==> config.mk <==
export PLATFORM = sky130hd
export DESIGN_NAME = agex_gshare_predictor
export DESIGN_NICKNAME = d
export VERILOG_FILES = /design/src/rtl/agex_gshare_predictor.sv
export SDC_FILE = /design/constraint.sdc
export NUM_CORES = 2
export LEC_CHECK = 0
export CORE_ASPECT_RATIO = 1.5
export CORE_MARGIN = 1
export CORE_UTILIZATION = 55
export CTS_CLUSTER_SIZE = 8
export DETAILED_ROUTE_END_ITERATION = 12
export PLACE_DENSITY = 0.72
export RECOVER_POWER = 25
export REMOVE_ABC_BUFFERS = 1
export SYNTH_ARGS = -nofsm -noshare
export SYNTH_HDL_FRONTEND = slang
export SYNTH_MEMORY_MAX_BITS = 65536
export SYNTH_SLANG_ARGS = --single-unit
==> constraint.sdc <==
create_clock -name clk -period 16.1 [get_ports clk]
set_input_delay 1.61 -clock clk [delete_from_list [all_inputs] [get_ports clk]]
set_output_delay 1.61 -clock clk [all_outputs]
set_load 0.01 [all_outputs]
==> src/rtl/agex_gshare_predictor.sv <==
// Gshare branch predictor for AGEX: PHT of saturating counters indexed by PC ^ global history,
// tagged BTB for targets, resolve-time training/redirect, and a post-reset table-clearing walk.
module agex_gshare_predictor #(
  parameter int DBITS        = 32,
  parameter int BHR_BITS     = 8,
  parameter int PT_IDX_BITS  = 8,
  parameter int BTB_IDX_BITS = 6,
  parameter int CNT_BITS     = 2,
  parameter int STAT_BITS    = 32
) (
  input  logic                   clk,
  input  logic                   reset,
  input  logic [DBITS-1:0]       fe_pc,
  output logic                   pred_taken,
  output logic [DBITS-1:0]       pred_target,
  output logic [PT_IDX_BITS-1:0] pred_pt_idx,
  input  logic                   ex_valid,
  input  logic                   ex_is_cond,
  input  logic [DBITS-1:0]       ex_pc,
  input  logic                   ex_taken,
  input  logic [DBITS-1:0]       ex_target,
  input  logic [PT_IDX_BITS-1:0] ex_pt_idx,
  input  logic                   ex_pred_taken,
  input  logic [DBITS-1:0]       ex_pred_target,
  output logic                   mispredict,
  output logic [DBITS-1:0]       redirect_pc,
  output logic                   ready,
  output logic [STAT_BITS-1:0]   stat_branches,
  output logic [STAT_BITS-1:0]   stat_mispred
);

  localparam int WALK_W = (PT_IDX_BITS > BTB_IDX_BITS) ? PT_IDX_BITS : BTB_IDX_BITS;
  localparam int PT_N   = 1 << PT_IDX_BITS;
  localparam int BTB_N  = 1 << BTB_IDX_BITS;
  localparam int TAG_W  = DBITS - BTB_IDX_BITS - 2;
  localparam logic [CNT_BITS-1:0] CNT_WNT   = CNT_BITS'((1 << (CNT_BITS - 1)) - 1);
  localparam logic [WALK_W-1:0]   WALK_LAST = '1;

  typedef enum logic {ST_INIT, ST_READY} state_t;

  function automatic logic [CNT_BITS-1:0] cnt_sat_step(input logic [CNT_BITS-1:0] c,
                                                       input logic up);
    if (up) return (c == '1) ? c : c + CNT_BITS'(1);
    else    return (c == '0) ? c : c - CNT_BITS'(1);
  endfunction

  function automatic logic [STAT_BITS-1:0] stat_sat_inc(input logic [STAT_BITS-1:0] v);
    return (v == '1) ? v : v + STAT_BITS'(1);
  endfunction

  state_t              state_q, state_d;
  logic [WALK_W-1:0]   walk_q, walk_d;
  logic [BHR_BITS-1:0] bhr_q;
  logic [STAT_BITS-1:0] stat_br_q, stat_mp_q;

  logic [CNT_BITS-1:0] pt_mem  [PT_N];
  logic                btb_vld [BTB_N];
  logic [TAG_W-1:0]    btb_tag [BTB_N];
  logic [DBITS-1:0]    btb_tgt [BTB_N];

  logic [BTB_IDX_BITS-1:0] fe_btb_idx, ex_btb_idx;
  logic                    fe_btb_hit, fe_cnt_taken, upd_en;
  logic                    pt_walk_en, btb_walk_en;

  // Table walk: the shorter table is only written while the walk index is in its range
  if (PT_IDX_BITS == WALK_W) begin : g_pt_full
    assign pt_walk_en = 1'b1;
  end else begin : g_pt_part
    assign pt_walk_en = (walk_q[WALK_W-1:PT_IDX_BITS] == '0);
  end

  if (BTB_IDX_BITS == WALK_W) begin : g_btb_full
    assign btb_walk_en = 1'b1;
  end else begin : g_btb_part
    assign btb_walk_en = (walk_q[WALK_W-1:BTB_IDX_BITS] == '0);
  end

  always_comb begin
    state_d = state_q;
    walk_d  = walk_q;
    if (state_q == ST_INIT) begin
      walk_d = walk_q + WALK_W'(1);
      if (walk_q == WALK_LAST) state_d = ST_READY;
    end
  end

  always_ff @(posedge clk or posedge reset) begin
    if (reset) begin
      state_q <= ST_INIT;
      walk_q  <= '0;
    end else begin
      state_q <= state_d;
      walk_q  <= walk_d;
    end
  end

  assign ready  = (state_q == ST_READY);
  assign upd_en = ready & ex_valid;

  // Lookup path: purely combinational, reads see pre-update table contents
  assign pred_pt_idx  = fe_pc[PT_IDX_BITS+1:2] ^ PT_IDX_BITS'(bhr_q);
  assign fe_btb_idx   = fe_pc[BTB_IDX_BITS+1:2];
  assign fe_btb_hit   = btb_vld[fe_btb_idx] && (btb_tag[fe_btb_idx] == fe_pc[DBITS-1:BTB_IDX_BITS+2]);
  assign fe_cnt_taken = pt_mem[pred_pt_idx][CNT_BITS-1];
  assign pred_taken   = ready & fe_cnt_taken & fe_btb_hit;
  assign pred_target  = pred_taken ? btb_tgt[fe_btb_idx] : fe_pc + DBITS'(4);

  // Resolve path: valid even during the walk so AGEX can always redirect
  assign mispredict  = ex_valid & ((ex_taken != ex_pred_taken) |
                                   (ex_taken & (ex_pred_target != ex_target)));
  assign redirect_pc = ex_taken ? ex_target : ex_pc + DBITS'(4);
  assign ex_btb_idx  = ex_pc[BTB_IDX_BITS+1:2];

  always_ff @(posedge clk) begin
    if (state_q == ST_INIT) begin
      if (pt_walk_en)  pt_mem[walk_q[PT_IDX_BITS-1:0]]   <= CNT_WNT;
      if (btb_walk_en) btb_vld[walk_q[BTB_IDX_BITS-1:0]] <= 1'b0;
    end else if (ex_valid) begin
      if (ex_is_cond) pt_mem[ex_pt_idx] <= cnt_sat_step(pt_mem[ex_pt_idx], ex_taken);
      if (ex_taken) begin
        btb_vld[ex_btb_idx] <= 1'b1;
        btb_tag[ex_btb_idx] <= ex_pc[DBITS-1:BTB_IDX_BITS+2];
        btb_tgt[ex_btb_idx] <= ex_target;
      end
    end
  end

  // History shifts only on conditional branches; statistics count every resolved op
  always_ff @(posedge clk or posedge reset) begin
    if (reset) begin
      bhr_q     <= '0;
      stat_br_q <= '0;
      stat_mp_q <= '0;
    end else if (upd_en) begin
      if (ex_is_cond) bhr_q <= BHR_BITS'({bhr_q, ex_taken});
      stat_br_q <= stat_sat_inc(stat_br_q);
      if (mispredict) stat_mp_q <= stat_sat_inc(stat_mp_q);
    end
  end

  assign stat_branches = stat_br_q;
  assign stat_mispred  = stat_mp_q;

endmodule

# [After elaboration in Yosys (flattened, before gate mapping)]
# Memory sizes are Yosys's and may differ from the RTL's.
# Cells that the tools add are included.
[totals] regBits=81 mem_bits_rw=4160 input_bits=142 output_inout_bits=139 wordCells=68 mem_count=4
[classes] addsub=7 eq_ne=7 n_mux=28 bitwise_logic=9 n_reduce_logical=8
[memory_table] name="btb_tgt" words=64 width=32 read_ports=1 rd_ports_with_merged_regs=0 write_ports=1 line_no="59" rtl="logic [DBITS-1:0] btb_tgt [BTB_N];"
[memory_table] name="btb_tag" words=64 width=24 read_ports=1 rd_ports_with_merged_regs=0 write_ports=1 line_no="58" rtl="logic [TAG_W-1:0] btb_tag [BTB_N];"
[memory_table] name="pt_mem" words=256 width=2 read_ports=2 rd_ports_with_merged_regs=0 write_ports=1 line_no="56" rtl="logic [CNT_BITS-1:0] pt_mem [PT_N];"
[memory_table] name="btb_vld" words=64 width=1 read_ports=1 rd_ports_with_merged_regs=0 write_ports=1 line_no="57" rtl="logic btb_vld [BTB_N];"
[ops] op="adder 32 x 1 -> 32 bit (second input constant)" count=2
[ops] op="adder 32 x 3 -> 32 bit (second input constant)" count=2
[ops] op="== test 32 bit (second input constant)" count=2
[ops] op="two-way mux 32 bit" count=2
[ops] op="!= test 32 bit" count=1
[ops] op="== test 24 bit" count=1
[ops] op="two-way mux 1 bit" count=17
[ops] op="two-way mux 2 bit" count=7
[ops] op="adder 8 x 1 -> 8 bit (second input constant)" count=1
[ops] op="== test 8 bit (second input constant)" count=1
[ops] op="two-way mux 8 bit" count=1
[ops] op="XOR 8 bit" count=1
[ops] op="two-way mux 6 bit" count=1
[ops] op="AND 1 bit" count=5
[ops] op="zero test 2 bit" count=2
[ops] op="AND reduction 2 bit" count=2
[ops] op="AND reduction 3 bit" count=1
[ops] op="adder 2 x 1 -> 2 bit (second input constant)" count=1
[ops] op="== test 2 bit (second input constant)" count=1
[ops] op="NOT 1 bit" count=2
[ops] op="OR reduction 2 bit" count=1
[ops] op="subtractor 2 x 1 -> 2 bit (second input constant)" count=1
[ops] op="logical AND 1 bit" count=1
[ops] op="!= test 1 bit" count=1
[ops] op="other kinds (2)" count=2

# [Longest topological paths before layout]
# An unclocked memory read counts as a cell.
[depth] word_depth=8 ltp_mapped=18 depth_no_buf=11

# [Least setup slack after synthesis]
# OpenSTA, ideal clock, no wires.
[synth_timing] kind="input port to flip-flop" from="input port ex_pt_idx[0]" to="memory pt_mem[0][0], data pin" setup_ns=2.187 t_arrival_ns=14.701 required_ns=13.913 setup_slack_ns=-0.788 cell_stages=10 path_buffers=3 path_cell_list="clkbuf_1 > clkbuf_1 > buf_1 > mux4_2 > mux4_2 > mux4_2 > mux4_2 > inv_1 > a21oi_1 > o21ai_0"
[synth_between] elab_chain_cells=8 word_cells_on_any_way=12 classes_between="add/sub: 2; eq/ne: 1; mux: 7; reduce/logical: 1; memory: 1"
[synth_rtl] element="start, declared" line_no="22" rtl="input logic [PT_IDX_BITS-1:0] ex_pt_idx,"
[synth_rtl] element="memory (256 x 2 bit) (*)"
[synth_rtl] element="subtractor 2 x 1 -> 2 bit, or another cell as far along" line_no="44" rtl="else return (c == '0) ? c : c - CNT_BITS'(1);"
[synth_rtl] element="two-way mux 2 bit, on equally long branches" line_no="44, 43"
[synth_rtl] element="two-way mux 2 bit (*)" line_no="43" rtl="if (up) return (c == '1) ? c : c + CNT_BITS'(1);"
[synth_rtl] element="two-way mux 2 bit (*)" line_no="119" rtl="if (ex_is_cond) pt_mem[ex_pt_idx] <= cnt_sat_step(pt_mem[ex_pt_idx], ex_taken);"
[synth_rtl] element="two-way mux 2 bit (*)" line_no="118" rtl="end else if (ex_valid) begin"
[synth_rtl] element="two-way mux 2 bit (*)" line_no="115" rtl="if (state_q == ST_INIT) begin"
[synth_rtl] element="two-way mux 2 bit (no source line) (*)"
[synth_rtl] element="end, declared" line_no="56"
# Every way passes the cells marked *; elsewhere a longest branch is shown, timed or not. The select of a mux whose other input is x is not followed.

# [Final worst setup path]
[layout_timing] from="input port ex_pc[9]" to="output port redirect_pc[30]"
[layout_between] elab_chain_cells=2
[layout_rtl] element="start, declared" line_no="19" rtl="input logic [DBITS-1:0] ex_pc,"
[layout_rtl] element="adder 32 x 3 -> 32 bit" line_no="111" rtl="assign redirect_pc = ex_taken ? ex_target : ex_pc + DBITS'(4);"
[layout_rtl] element="two-way mux 32 bit" line_no="111"
[layout_rtl] element="end, declared" line_no="26" rtl="output logic [DBITS-1:0] redirect_pc,"
# No other way between the ends.

==> metrics.cfg <==
[die]
floorplan.die_area_um2=308000
core_region_area_um2=304000
floorplan.die.width_um=454
initial_core_utilization_pct=55.3
die_h_um=680
top_level_ports=281
number_of_core_rows=248

[placed_design]
placement.io_buffers=280
dp_worst_setup_slack_ns=6.11
dpl.hpwl_um=288000
placed_cells_incl_taps=11854
routabilityCongestion=0.931

[clock_tree]
cts-resized-gates=0
holdBufCountCts=0
h-tree-depth=6
clock_tree_from_tritoncts=yes
clock_tree.buffer_depth=4
numClockSinks=4241
cell_chosen_for_the_clock_root=sky130_fd_sc_hd__clkbuf_16
numCtsBuffers=604
cts.reportedPaths.clkPinSlew_ns=0.05
post_cts.repair.setup_buffers=0
insertion_delay_ns=0.95

[pwr]
p_int_mw=19.4
total_switching_power_mw=5.16
power.static_leakage_nw=60.4
part_of_the_total_power_dissipated_in_combinational_logic_pct=4.5
clock_power_share_pct=46.0
ir_worst_vdd_mv=0.102
netSwitchingFraction_pct=21.0
part_of_the_total_power_dissipated_in_sequential_elements_pct=49.4
power.density_cell_area_nw_per_um2=127

[routing]
drt_first_iter_violations=13090
avgViaCountPerCell=7.13
number_of_remaining_drc_errors=0
wl_um=523000
routed_wire_length_per_instance_um=41.5
drt_first_pass_iters=10
ant_nets=0
route.vias.total=89724

[logic_synthesis]
yosysTopAreaCellShare_pct=74.2
async_flop_share_pct=1.91
synth-edff-count=4160
post_synth_top_flop=sky130_fd_sc_hd__edfxtp_1
synth_sequential_area_ratio_pct=75.4
synth_cells=7707
syn-mean-instance-area_um2=21.8
netlist-cell-type-count=70
yosys-top-cells-area=sky130_fd_sc_hd__edfxtp_1, sky130_fd_sc_hd__mux4_2, sky130_fd_sc_hd__dfrtp_1
combined_area_of_all_synthesized_cells_um2=168000
netlist.top_cell.by_area=sky130_fd_sc_hd__edfxtp_1
yosysWarningCount=0
ys_ff_latch=4241

[critical_path]
crit_arrival_ns=9.14
timing.critical_path.fanout_max=66
critical_path.startpoint_type=input pin
timing.critical_path.required_ns=14.49
timing_worst_setup_path_type=input pin to output port
critPathCaptureType=output port

[run]
max_cap_viol_count=43

[sta]
fin_skew_ns=0.0462
setup_repair_after_global_routing_missed_its_margin=no
worst_path_setup_slack_after_routing_ns=5.35
drv_slew=2432
slew_headroom_pct=-150
fin_crit_ns=10.75
finalHoldViolCount=0
maxClockFrequency_ghz=0.0930
setup_violations=0
worst-slew-pin-transition_ns=3.75
setup_total_negative_slack_ns=0
timing.hold.ws_ns=0.485
final.period_utilization_pct=66.8

[outcome]
failed_checks=max-capacitance violations, max-slew violations
status=finished, violations left

[cells_and_area]
mostFrequentLayoutCells=sky130_fd_sc_hd__edfxtp_1, sky130_fd_sc_hd__mux4_2, sky130_fd_sc_hd__clkbuf_16, sky130_fd_sc_hd__nor2_1, sky130_fd_sc_hd__nand2_1
sequential_cell_area_um2=127000
final_common_cell=sky130_fd_sc_hd__edfxtp_1
final_nets=8608
post_route_cells_drive_above_1_share_pct=27.9
fillerInstances=19539
multi_input_logic_area_um2=39900
finalNonFillerCells=12581
synthToLayoutAreaGrowth_pct=14.7

[min_path]
min_delay_worst_type=register to register

[global_route]
global_route.usage.met3_pct=10.8
grt_pass1_wl_um=716000
grt_start_max_net_pins=221
grt_overflow=0
grt_pass1_vias=91441
globalRouteMet1Util_pct=40.8
track_usage_pct=34.1
grt_antenna_before_repair=32
grt.busiest_layer=met2
gr-usage-met2_pct=54.0

==> final timing paths <==
kind / start / to / slack (ns) / cells after the start
setup / recovery: ex_pc[9] / redirect_pc[30] / 5.35 / 13
hold / removal: stat_mispred[21] / stat_mispred[21] / 0.48 / 1
setup reg to reg: ready / btb_tgt[49][10] / 9.45 / 7
hold reg to reg: stat_mispred[21] / stat_mispred[21] / 0.48 / 1
max in group asynchronous: reset / stat_branches[28] / 13.27 / 3
min in group asynchronous: reset / bhr_q[6] / 1.42 / 2
==> power by group through the flow <==
| stage | registers, mW | logic, mW | clock network, mW |
|---|---|---|---|
| after floorplan | 12.3 | 0.463 | 0 |
| after global placement | 12.3 | 1.08 | 0 |
| after detailed placement | 12.3 | 1.10 | 0 |
| after CTS | 12.1 | 1.10 | 11.3 |
| after global routing | 12.1 | 1.14 | 11.8 |
| final | 12.1 | 1.11 | 11.3 |
==> registers in the layout, indices dropped and copies added, names as in the netlist <==
register       cells
btb_tgt         2048
btb_tag         1536
pt_mem           512
btb_vld           64
stat_branches     32
stat_mispred      32
bhr_q              8
walk_q             8
ready              1
==> final cells by class <==
type,instances,share of cell area [%]
diodes,21,0.0272
clock buffers,671,8.18
clock inverters,34,0.256
inverters,21,0.0466
multi-input cells,3013,20.7
flip-flops and latches,4241,65.7
well taps,4000,2.59
repair buffers,580,2.49
==> per-layer routing <==
layer / vias up / wire (µm)
met4: 36 / 40100
met2: 7337 / 249000
met3: 1928 / 72300
met5: - / 484
met1: 46806 / 161000
li1: 33617 / -
==> cells in the mapped netlist, types with 10 or more instances <==
cell type,count
sky130_fd_sc_hd__mux2_2,32
sky130_fd_sc_hd__and3_1,23
sky130_fd_sc_hd__nor2b_1,27
sky130_fd_sc_hd__clkbuf_1,217
sky130_fd_sc_hd__and2_1,16
sky130_fd_sc_hd__nand4_1,28
sky130_fd_sc_hd__buf_1,67
sky130_fd_sc_hd__xor2_1,84
sky130_fd_sc_hd__xnor2_1,115
sky130_fd_sc_hd__edfxtp_1,4160
sky130_fd_sc_hd__mux2_4,28
sky130_fd_sc_hd__nand3b_1,18
sky130_fd_sc_hd__buf_2,102
sky130_fd_sc_hd__mux4_2,1263
sky130_fd_sc_hd__and4_1,12
sky130_fd_sc_hd__inv_1,16
sky130_fd_sc_hd__nand2_1,276
sky130_fd_sc_hd__a221oi_1,20
sky130_fd_sc_hd__nor2_1,450
sky130_fd_sc_hd__mux2i_1,143
sky130_fd_sc_hd__nor4_1,13
sky130_fd_sc_hd__dfrtp_1,81
sky130_fd_sc_hd__a211oi_1,18
sky130_fd_sc_hd__nand3_1,93
sky130_fd_sc_hd__o22ai_1,22
sky130_fd_sc_hd__a22oi_1,54
sky130_fd_sc_hd__buf_6,11
sky130_fd_sc_hd__o21ai_0,67
sky130_fd_sc_hd__nor3_1,17
sky130_fd_sc_hd__o31ai_1,10
sky130_fd_sc_hd__a21oi_1,52
sky130_fd_sc_hd__a31oi_1,14
sky130_fd_sc_hd__buf_4,33
sky130_fd_sc_hd__o221ai_1,15
==> through the flow <==
| step | instance area [µm²] | power, mW | utilization [%] |
|---|---|---|---|
| global route | 193000 | 25.0 | 63.4 |
| finish | 193000 | 24.5 | 63.4 |
| global placement | 177000 | 13.4 | 58.1 |
| CTS | 193000 | 24.6 | 63.5 |
| detailed placement | 177000 | 13.4 | 58.1 |
| floorplan | 166000 | 12.8 | - |
==> cell families (layout without fill, tap and decap cells) <==
kind of cell | count (synthesis) | after routing | synth area share (%)
buffers and inverters | 453 | 1306 | 1.23
adders and majority gates | 5 | 5 | 0.0372
muxes | 1472 | 1472 | 18.3
DFF | 4241 | 4241 | 75.4
other | 0 | 21 | 0
xor gates and xnor gates | 199 | 199 | 1.04
AOI/OAI and AO/OA | 334 | 334 | 1.36
and+or+nand+nor | 1003 | 1003 | 2.62
==> worst max-delay path, cell delays in order <==
cell and delay, ns:
sky130_fd_sc_hd__clkbuf_1 0.49, sky130_fd_sc_hd__clkbuf_1 2.14, sky130_fd_sc_hd__nand3_1 0.22, sky130_fd_sc_hd__nor2_1 0.76, sky130_fd_sc_hd__and4_1 0.55, sky130_fd_sc_hd__inv_1 0.07
sky130_fd_sc_hd__nor2_1 0.41, sky130_fd_sc_hd__nand4_1 0.24, sky130_fd_sc_hd__nor2_1 0.51, sky130_fd_sc_hd__nand2_1 0.12, sky130_fd_sc_hd__xor2_1 0.17, sky130_fd_sc_hd__o21ai_0 1.07
sky130_fd_sc_hd__clkdlybuf4s50_1 0.72
Power figures use the tool's default switching activity.
